[config.mk]
export PLATFORM = sky130hd
export DESIGN_NAME = match_logger
export DESIGN_NICKNAME = d
export VERILOG_FILES = /design/src/rtl/match_logger_pkg.sv /design/src/rtl/match_logger_ts_fifo.sv /design/src/rtl/match_logger.sv
export SDC_FILE = /design/constraint.sdc
export NUM_CORES = 1
export LEC_CHECK = 0
export ABC_AREA = 1
export BUFFER_PORTS_ARGS = -buffer_cell sky130_fd_sc_hd__buf_2
export CAP_MARGIN = 20
export CORE_ASPECT_RATIO = 0.5
export CORE_MARGIN = 2
export CORE_UTILIZATION = 53
export DETAILED_ROUTE_END_ITERATION = 10
export PLACE_DENSITY = 0.73
export SLEW_MARGIN = 20
export SYNTH_ARGS = -nofsm -noshare
export SYNTH_HDL_FRONTEND = slang
export SYNTH_HIERARCHICAL = 1
export SYNTH_SLANG_ARGS = --single-unit
export TNS_END_PERCENT = 10
[constraint.sdc]
create_clock -name clk -period 2.2 [get_ports clk]
set_input_delay 0.44 -clock clk [delete_from_list [all_inputs] [get_ports clk]]
set_output_delay 0.44 -clock clk [all_outputs]
set_load 0.1 [all_outputs]
[src/rtl/match_logger_pkg.sv]
// match_logger_pkg: shared defaults, pointer width helper, timestamp type, FIFO states
package match_logger_pkg;
    localparam int CNT_W_DEF = 8;
    localparam int TS_W_DEF  = 8;
    localparam int DEPTH_DEF = 4;

    typedef logic [TS_W_DEF-1:0] ts_t;

    typedef enum logic [1:0] {ST_EMPTY, ST_PARTIAL, ST_FULL} fifo_st_e;

    // read/write pointers carry one extra bit so full and empty are distinguishable
    function automatic int ptr_w(input int depth);
        return $clog2(depth) + 1;
    endfunction
endpackage

[src/rtl/match_logger_ts_fifo.sv]
// ts_fifo: first-word-fall-through timestamp FIFO with drop reporting
// Ports: clk, reset (async high), clr (sync), push/push_data (write), pop (accept head),
//        head (oldest entry, 0 when empty), valid (non-empty), full, drop_pulse (push lost)
module ts_fifo
    import match_logger_pkg::*;
#(
    parameter int W     = TS_W_DEF,
    parameter int DEPTH = DEPTH_DEF
) (
    input  logic         clk,
    input  logic         reset,
    input  logic         clr,
    input  logic         push,
    input  logic [W-1:0] push_data,
    input  logic         pop,
    output logic [W-1:0] head,
    output logic         valid,
    output logic         full,
    output logic         drop_pulse
);
    localparam int PW = ptr_w(DEPTH);
    localparam int AW = PW - 1;

    logic [W-1:0]  r_mem [DEPTH];
    logic [PW-1:0] r_wr, r_rd;
    fifo_st_e      r_state;
    logic          w_pop, w_push;
    logic [PW-1:0] w_cnt, w_cnt_nxt;

    // a pop frees a slot in the same edge, so a full FIFO still accepts a push alongside a pop
    always_comb begin
        w_pop      = pop && r_state != ST_EMPTY;
        w_push     = push && (r_state != ST_FULL || w_pop);
        w_cnt      = r_wr - r_rd;
        w_cnt_nxt  = w_cnt + PW'(w_push) - PW'(w_pop);
        drop_pulse = push && r_state == ST_FULL && !w_pop;
    end

    assign valid = r_state != ST_EMPTY;
    assign full  = r_state == ST_FULL;
    assign head  = valid ? r_mem[r_rd[AW-1:0]] : '0;

    always_ff @(posedge clk)
        if (w_push && !clr)
            r_mem[r_wr[AW-1:0]] <= push_data;

    always_ff @(posedge clk or posedge reset) begin
        if (reset) begin
            r_wr    <= '0;
            r_rd    <= '0;
            r_state <= ST_EMPTY;
        end else if (clr) begin
            r_wr    <= '0;
            r_rd    <= '0;
            r_state <= ST_EMPTY;
        end else begin
            r_wr    <= r_wr + PW'(w_push);
            r_rd    <= r_rd + PW'(w_pop);
            r_state <= (w_cnt_nxt == '0) ? ST_EMPTY :
                       (w_cnt_nxt == PW'(DEPTH)) ? ST_FULL : ST_PARTIAL;
        end
    end
endmodule

[src/rtl/match_logger.sv]
// match_logger: counts detector matches and queues their bit-position timestamps
// Ports: clk, reset (async high), z (match pulse), enable (advance/sample), clr (sync clear),
//        ts_ready/ts_valid/ts_data (FWFT pop), match_cnt, cnt_sat, fifo_full, overflow
module match_logger
    import match_logger_pkg::*;
#(
    parameter int CNT_W = CNT_W_DEF,
    parameter int TS_W  = TS_W_DEF,
    parameter int DEPTH = DEPTH_DEF
) (
    input  logic             clk,
    input  logic             reset,
    input  logic             z,
    input  logic             enable,
    input  logic             clr,
    input  logic             ts_ready,
    output logic             ts_valid,
    output logic [TS_W-1:0]  ts_data,
    output logic [CNT_W-1:0] match_cnt,
    output logic             cnt_sat,
    output logic             fifo_full,
    output logic             overflow
);
    logic [TS_W-1:0]  r_pos;
    logic [CNT_W-1:0] r_cnt;
    logic             r_sat, r_ovf;
    logic             w_match, w_drop;
    logic [CNT_W-1:0] w_cnt_nxt;

    assign w_match   = enable && z;
    assign w_cnt_nxt = (w_match && r_cnt != '1) ? r_cnt + 1'b1 : r_cnt;

    // the FIFO applies clr itself, so it drops a push/pop arriving with clr
    ts_fifo #(.W(TS_W), .DEPTH(DEPTH)) u_fifo (
        .clk       (clk),
        .reset     (reset),
        .clr       (clr),
        .push      (w_match),
        .push_data (r_pos),
        .pop       (ts_ready),
        .head      (ts_data),
        .valid     (ts_valid),
        .full      (fifo_full),
        .drop_pulse(w_drop)
    );

    always_ff @(posedge clk or posedge reset) begin
        if (reset) begin
            r_pos <= '0;
            r_cnt <= '0;
            r_sat <= 1'b0;
            r_ovf <= 1'b0;
        end else if (clr) begin
            r_pos <= '0;
            r_cnt <= '0;
            r_sat <= 1'b0;
            r_ovf <= 1'b0;
        end else begin
            if (enable)
                r_pos <= r_pos + 1'b1;
            r_cnt <= w_cnt_nxt;
            r_sat <= r_sat || (&w_cnt_nxt);
            r_ovf <= r_ovf || w_drop;
        end
    end

    assign match_cnt = r_cnt;
    assign cnt_sat   = r_sat;
    assign overflow  = r_ovf;
endmodule

==> summary.md, run 1 <==
| Metric | Value |
|---|---|
| Outcome | `finished clean` |
| PnR worst setup slack | `0.0752 ns` |
| Worst-margin pin slew | `0.738 ns` |
| Final #Nets | `375` |
| Most used cell, CP | `inv_2` |
| Critical path cell sequence | `nor2_2 > nor2_2 > inv_2 > fa_2 > inv_2 > fa_1 > inv_2 > ha_4 > nand2_2 > inv_2 > nor2_1 > nand2_1 > a21oi_2` |
| DIE HEIGHT | `55.9 um` |
| Cell variety after synth | `25` |
| Largest net degree at the start of global routing | `19` |
| Share of cells above drive strength 1 | `0.220` |
| Final Setup Violations | `0` |
| Ys flop type | `edfxtp_1` |
| Clock buffer depth | `2` |
| Synth-to-Final Area Change | `21.5%` |
| Arr. time, crit path | `2.38 ns` |
| Vias | `2,205` |
| Clock skew | `0.00522 ns` |
| Met3 WL post-DR | `411 um` |
| Syn Nets | `329` |
| Max Clk Rate | `0.471 GHz` |
| Period utilisation layout | `0.966` |
| Routed Antenna Nets | `0` |
| # DRC | `0` |
| Grt total ovfl | `0` |
| Dpl cell area | `3220 um^2` |
| Initial Utilization | `0.564` |
| Seq/Total Area, Yosys | `0.564` |
| Metal-1 WL | `2500 um` |
| Worst min path class | `in2async` |
| Commonest cells post-synth | `nand2_1, inv_1, edfxtp_1, nor2_1, dfrtp_1` |
| Cts bufs inserted | `9` |
| Post-synth ARST share | `0.448` |
| Pwr dens | `1040 nW/um^2` |
| CTS tree | `built` |
| WP data required | `2.46 ns` |
| Biggest area consumer among synthesized cells | `edfxtp_1` |
| Fin. max-slew vios | `0` |
| Post-Route WL | `5840 um` |
| Critical Path Fanout Max | `3` |
| Yosys warns | `6` |
| Die width | `108 um` |
| Dpl ws | `-0.121 ns` |
| Synth Instances | `312` |
| Fin crit period | `2.12 ns` |
| Hold buffers post-CTS | `0` |
| WL/cell | `13.5 um` |
| Crit. End Element | `register` |
| Setup CP Type | `reg2reg` |
| Vias per Instance | `5.09` |
| Slowest CP cell | `fa_1` |
| Core Footprint | `5070 um^2` |
| 1st-iter DRT viols | `95` |
| Clk root buf | `clkbuf_8` |
| Post-route cell area | `3470 um^2` |
| Clock latency on the worst-skew pair | `0.33 ns` |
| Initial antenna violation count | `0` |
| I/O pins | `26` |
| Max stage delay on crit path | `0.54 ns` |
| Clk sinks | `58` |
| Synth Cell Area | `2860 um^2` |
| Number of synthesized flops with an enable pin | `32` |
| Most common cell in the netlist | `nand2_1` |
| Total GRT Usage | `0.211` |
| Synth Register Bits | `58` |
| Relative slew slack | `0.508` |
| H-tree depth | `3` |
| Pleak | `0.00165 uW` |
| Met2 routed WL | `2840 um` |
| Synthesized area per cell | `9.16 um^2` |
| Max Used Layer | `met4` |
| R2R depth | `13` |
| Port Buffers | `25` |
| Antenna diode count | `0` |
| First-pass GRT wire length | `9520 um` |
| Detailed Routing Iterations Pass 1 | `4` |
| RSZ-0062 raised after global routing | `true` |
| Die area | `6030 um^2` |
| Synth top area cells | `edfxtp_1, dfrtp_1, nand2_1` |
| Post-synth top area share | `0.336` |
| HPWL Detailed | `3980 um` |
| Row cnt | `18` |
| Startpoint types | `register` |
| MaxCap Viol Count | `0` |
| Fin. Hold Viols | `0` |
| GPL Wtd Cong | `0.785` |
| Vias in the first global route | `2,096` |
| Register clock-pin slew on the reported worst setup and hold paths | `0.06 ns` |
| VDD IR-drop max | `0.000571 V` |
==> cell families after synthesis <==
group	after synthesis	share of synthesized area
compound gates	29	0.0547
flops	58	0.564
fa+ha+maj	11	0.0534
xor+xnor	1	0.00307
simple gates	167	0.250
buf+inv	46	0.0744
==> layout by cell type, fill, tap and decap left out, types with 7 or more instances in the layout <==
master	count
a21oi_1	15
buf_12	8
buf_2	17
buf_4	15
clkbuf_8	9
dfrtp_1	26
edfxtp_1	32
ha_1	8
inv_1	35
nand2_1	99
nand3_1	15
nor2_1	30
o21ai_0	7
==> flip-flops by register name, summed over array words and instances (netlist names) <==
signal          cells
cnt_sat             1
r_pos               8
u_fifo/r_rd         3
u_fifo/r_mem       32
u_fifo/r_state      2
u_fifo/r_wr         3
overflow            1
match_cnt           8
==> layout make-up <==
cell class | count | area [um^2]
clock buffer | 10 | 128
clock inverter | 6 | 57.6
fill | 388 | 1590
inverter | 41 | 159
multi-input combinational | 208 | 1070
sequential | 58 | 1610
tap | 70 | 87.6
timing repair buffer | 40 | 358
==> worst max-delay path, delay by kind of cell (launching register included) <==
kind / cells / cell delay (ns)
DFF: 1 / 0.41
AOI/OAI and AO/OA: 1 / 0.12
and+or+nand+nor: 5 / 0.44
adders and majority gates: 3 / 0.90
buffers and inverters: 4 / 0.19
==> path summary, 6_finish.rpt <==
check | slack (ns) | startpoint | to
worst max-delay path | 0.08 | u_fifo/r_state[0]$_DFF_PP0_ | u_fifo/r_state[1]$_DFF_PP0_
worst min-delay path | 0.07 | reset | u_fifo/r_wr[2]$_DFF_PP0_
worst max register to register | 0.08 | u_fifo/r_state[0]$_DFF_PP0_ | u_fifo/r_state[1]$_DFF_PP0_
worst min register to register | 0.49 | u_fifo/r_rd[2]$_DFF_PP0_ | u_fifo/r_rd[2]$_DFF_PP0_
max in group asynchronous | 1.49 | reset | r_pos[4]$_DFFE_PP0P_
min in group clk | 0.48 | enable | r_pos[0]$_DFFE_PP0P_
==> where the power goes <==
group	switching [uW]	internal, uW	leakage, uW
Sequential	42.9	1180	0.000656
Combinational	989	490	0.000895
Clock	392	514	0.0000974
Total	1420	2190	0.00165
==> per-stage QoR <==
stage               TNS, ns  hold slack (ns)  power (uW)   util  std cells
floorplan             -3.16            0.256        2190      -        312
global placement    -0.0261            0.421        2560  0.636        413
detailed placement   -0.181            0.426        2600  0.636        413
CTS                       0           0.0706        3520  0.673        429
global route        -0.0655           0.0766        3790  0.685        433
finish                    0           0.0746        3610  0.685        433
==> metal layers <==
metal | up-vias | GRT usage
met5 | - | 0
met4 | 0 | 0.0751
met3 | 11 | 0.0820
met2 | 73 | 0.336
met1 | 1035 | 0.263
li1 | 1086 | -
==> what timing repair did <==
action	CTS	global route
pin swaps	0	7
endpoints found under the setup margin	2	3
resized for setup	2	12
setup buffers	0	4
No activity file was read; power rests on OpenSTA's default activity.
==> run 2, diff against run 1 <==
--- a/config.mk
+++ b/config.mk
@@ -10,12 +10,11 @@
 export CAP_MARGIN = 20
 export CORE_ASPECT_RATIO = 0.5
 export CORE_MARGIN = 2
-export CORE_UTILIZATION = 53
+export CORE_UTILIZATION = 32
 export DETAILED_ROUTE_END_ITERATION = 10
-export PLACE_DENSITY = 0.73
+export PLACE_DENSITY = 0.48
 export SLEW_MARGIN = 20
 export SYNTH_ARGS = -nofsm -noshare
 export SYNTH_HDL_FRONTEND = slang
 export SYNTH_HIERARCHICAL = 1
 export SYNTH_SLANG_ARGS = --single-unit
-export TNS_END_PERCENT = 10
==> summary.md, run 2 (synthesis gave the netlist of run 1 again) <==
| Metric | Value |
|---|---|
| Outcome | `finished clean` |
| RSZ-0062 raised after global routing | `false` |
| Setup CP Type | `reg2reg` |
| Final #Nets | `373` |
| Initial antenna violation count | `0` |
| Initial Utilization | `0.329` |
| Vias per Instance | `4.54` |
| Routed Antenna Nets | `0` |
| Clock latency on the worst-skew pair | `0.32 ns` |
| Pleak | `0.00168 uW` |
| HPWL Detailed | `4160 um` |
| H-tree depth | `3` |
| Worst path depth | `13` |
| Worst-margin pin slew | `0.823 ns` |
| Pwr dens | `1100 nW/um^2` |
| Arr. time, crit path | `2.34 ns` |
| Vias in the first global route | `2,101` |
| Share of cells above drive strength 1 | `0.227` |
| Register clock-pin slew on the reported worst setup and hold paths | `0.05 ns` |
| Crit Reg-Reg Startpoint | `u_fifo/r_state[1]$_DFF_PP0_` |
| Largest net degree at the start of global routing | `19` |
| Clk sinks | `58` |
| Cells after DPL | `460` |
| 1st-iter DRT viols | `110` |
| Vias | `2,168` |
| CP delay by family, top | `adder cells` |
| Slowest CP cell | `fa_1` |
| Worst setup path endpoint | `u_fifo/r_state[1]$_DFF_PP0_` |
| GPL Wtd Cong | `0.738` |
| R2R setup slack | `0.12 ns` |
| Register Area | `1610 um^2` |
| Core Footprint | `8680 um^2` |
| Fin crit period | `2.08 ns` |
| Total GRT Usage | `0.140` |
| Commonest non-fill, non-tap cell in the layout | `nand2_1` |
| Max Clk Rate | `0.480 GHz` |
| CP Buf/Inv Count | `4` |
| Antenna diode count | `0` |
| First-pass GRT wire length | `10,100 um` |
| Worst min path class | `in2async` |
| Dpl ws | `-0.112 ns` |
| Multi-input combinational cell area | `1080 um^2` |
| # DRC | `0` |
| WP data required | `2.45 ns` |
| Hold buffers post-CTS | `0` |
| Final std cells w/o fill | `478` |
| I/O pins | `26` |
| MaxCap Viol Count | `0` |
| Fin. Hold Viols | `0` |
| Cts bufs inserted | `9` |
| Clock buffer depth | `2` |
| Startpoint types | `register` |
| Critical Path Fanout Max | `3` |
| Setup_tns | `0 ns` |
| Final Setup Violations | `0` |
| Clk root buf | `clkbuf_16` |
| Detailed Routing Iterations Pass 1 | `5` |
| Relative slew slack | `0.451` |
| Synth-to-Final Area Change | `27.4%` |
| Grt total ovfl | `0` |
| Most used cell, CP | `inv_1` |
| CP startpoint | `u_fifo/r_state[1]$_DFF_PP0_` |
| Row cnt | `24` |
| R2R depth | `13` |
| Die area | `9750 um^2` |
| VDD IR-drop max | `0.000440 V` |
| CTS tree | `built` |
| PnR worst setup slack | `0.117 ns` |
| Capturing point of the worst reg2reg path | `u_fifo/r_state[1]$_DFF_PP0_` |
| Critical path cell sequence | `nor2_2 > nor2_2 > inv_2 > fa_2 > inv_1 > fa_1 > inv_1 > ha_2 > nand2_1 > inv_1 > nor2_1 > nand2_1 > a21oi_2` |
| DIE HEIGHT | `70.8 um` |
| Crit. End Element | `register` |
| Port Buffers | `25` |
| WL/cell | `12.7 um` |
| Post-Route WL | `6060 um` |
| Most frequent cells in the layout | `nand2_1, inv_1, edfxtp_1, nor2_1, dfrtp_1` |
| Fin. max-slew vios | `0` |
| Die width | `138 um` |
| Clock skew | `0.00545 ns` |
| Fill count | `836` |
| Largest register FFs | `32` |
| Period utilisation layout | `0.947` |
| Max stage delay on crit path | `0.48 ns` |
## run 2: worst reg2reg max path, delay by kind of cell, from the launching register on
kind | cells | cell delay (ns)
adders and majority gates | 3 | 0.85
and+or+nand+nor | 5 | 0.48
DFF | 1 | 0.38
buffers and inverters | 4 | 0.21
AOI/OAI and AO/OA | 1 | 0.11
## run 2: layout make-up
type,instances,share of cell area
Timing Repair Buffer,38,0.0962
Multi-Input combinational cell,208,0.296
Tap cell,117,0.0402
Clock inverter,7,0.0192
Sequential cell,58,0.443
Inverter,41,0.0436
Clock buffer,9,0.0619
## run 2: repair_timing
| item | in CTS | in global routing |
|---|---|---|
| gates resized for setup | 0 | 9 |
| setup endpoints to repair | 1 | 3 |
| buffers inserted | 1 | 1 |
| pin swaps | 0 | 3 |
## run 2: worst min-delay path by stage
stage / start / endpoint / slack (ns) / depth (start not counted)
floorplan: reset / u_fifo/r_rd[0]$_DFF_PP0_ / 0.26 / 1
finish: reset / u_fifo/r_wr[0]$_DFF_PP0_ / 0.08 / 2
global placement: reset / u_fifo/r_rd[2]$_DFF_PP0_ / 0.43 / 2
detailed placement: reset / u_fifo/r_rd[2]$_DFF_PP0_ / 0.44 / 2
global route: reset / u_fifo/r_wr[0]$_DFF_PP0_ / 0.11 / 2
CTS: reset / u_fifo/r_wr[0]$_DFF_PP0_ / 0.09 / 2
## run 2: per-stage QoR
step / total power (uW) / utilization / hold WS, ns / cell area [um^2]
after floorplan: 2220 / - / 0.256 / 2890
after global placement: 2610 / 0.381 / 0.432 / 3310
after detailed placement: 2630 / 0.381 / 0.435 / 3310
after CTS: 4000 / 0.416 / 0.0903 / 3610
after global routing: 4200 / 0.420 / 0.112 / 3640
final: 4010 / 0.420 / 0.0820 / 3640
## run 2: routing by layer
metal / wire length, um / vias to the layer above / GRT usage
met1: 2890 / 1039 / 0.178
met5: 0 / - / 0
met3: 269 / 7 / 0.0452
li1: - / 1088 / -
met4: 94 / 0 / 0.0527
met2: 2800 / 34 / 0.223
## run 2: power breakdown
| part | switching [uW] | total, uW | internal, uW |
|---|---|---|---|
| registers | 37.7 | 1220 | 1190 |
| logic | 981 | 1440 | 464 |
| clock network | 475 | 1340 | 869 |
| total | 1490 | 4010 | 2520 |
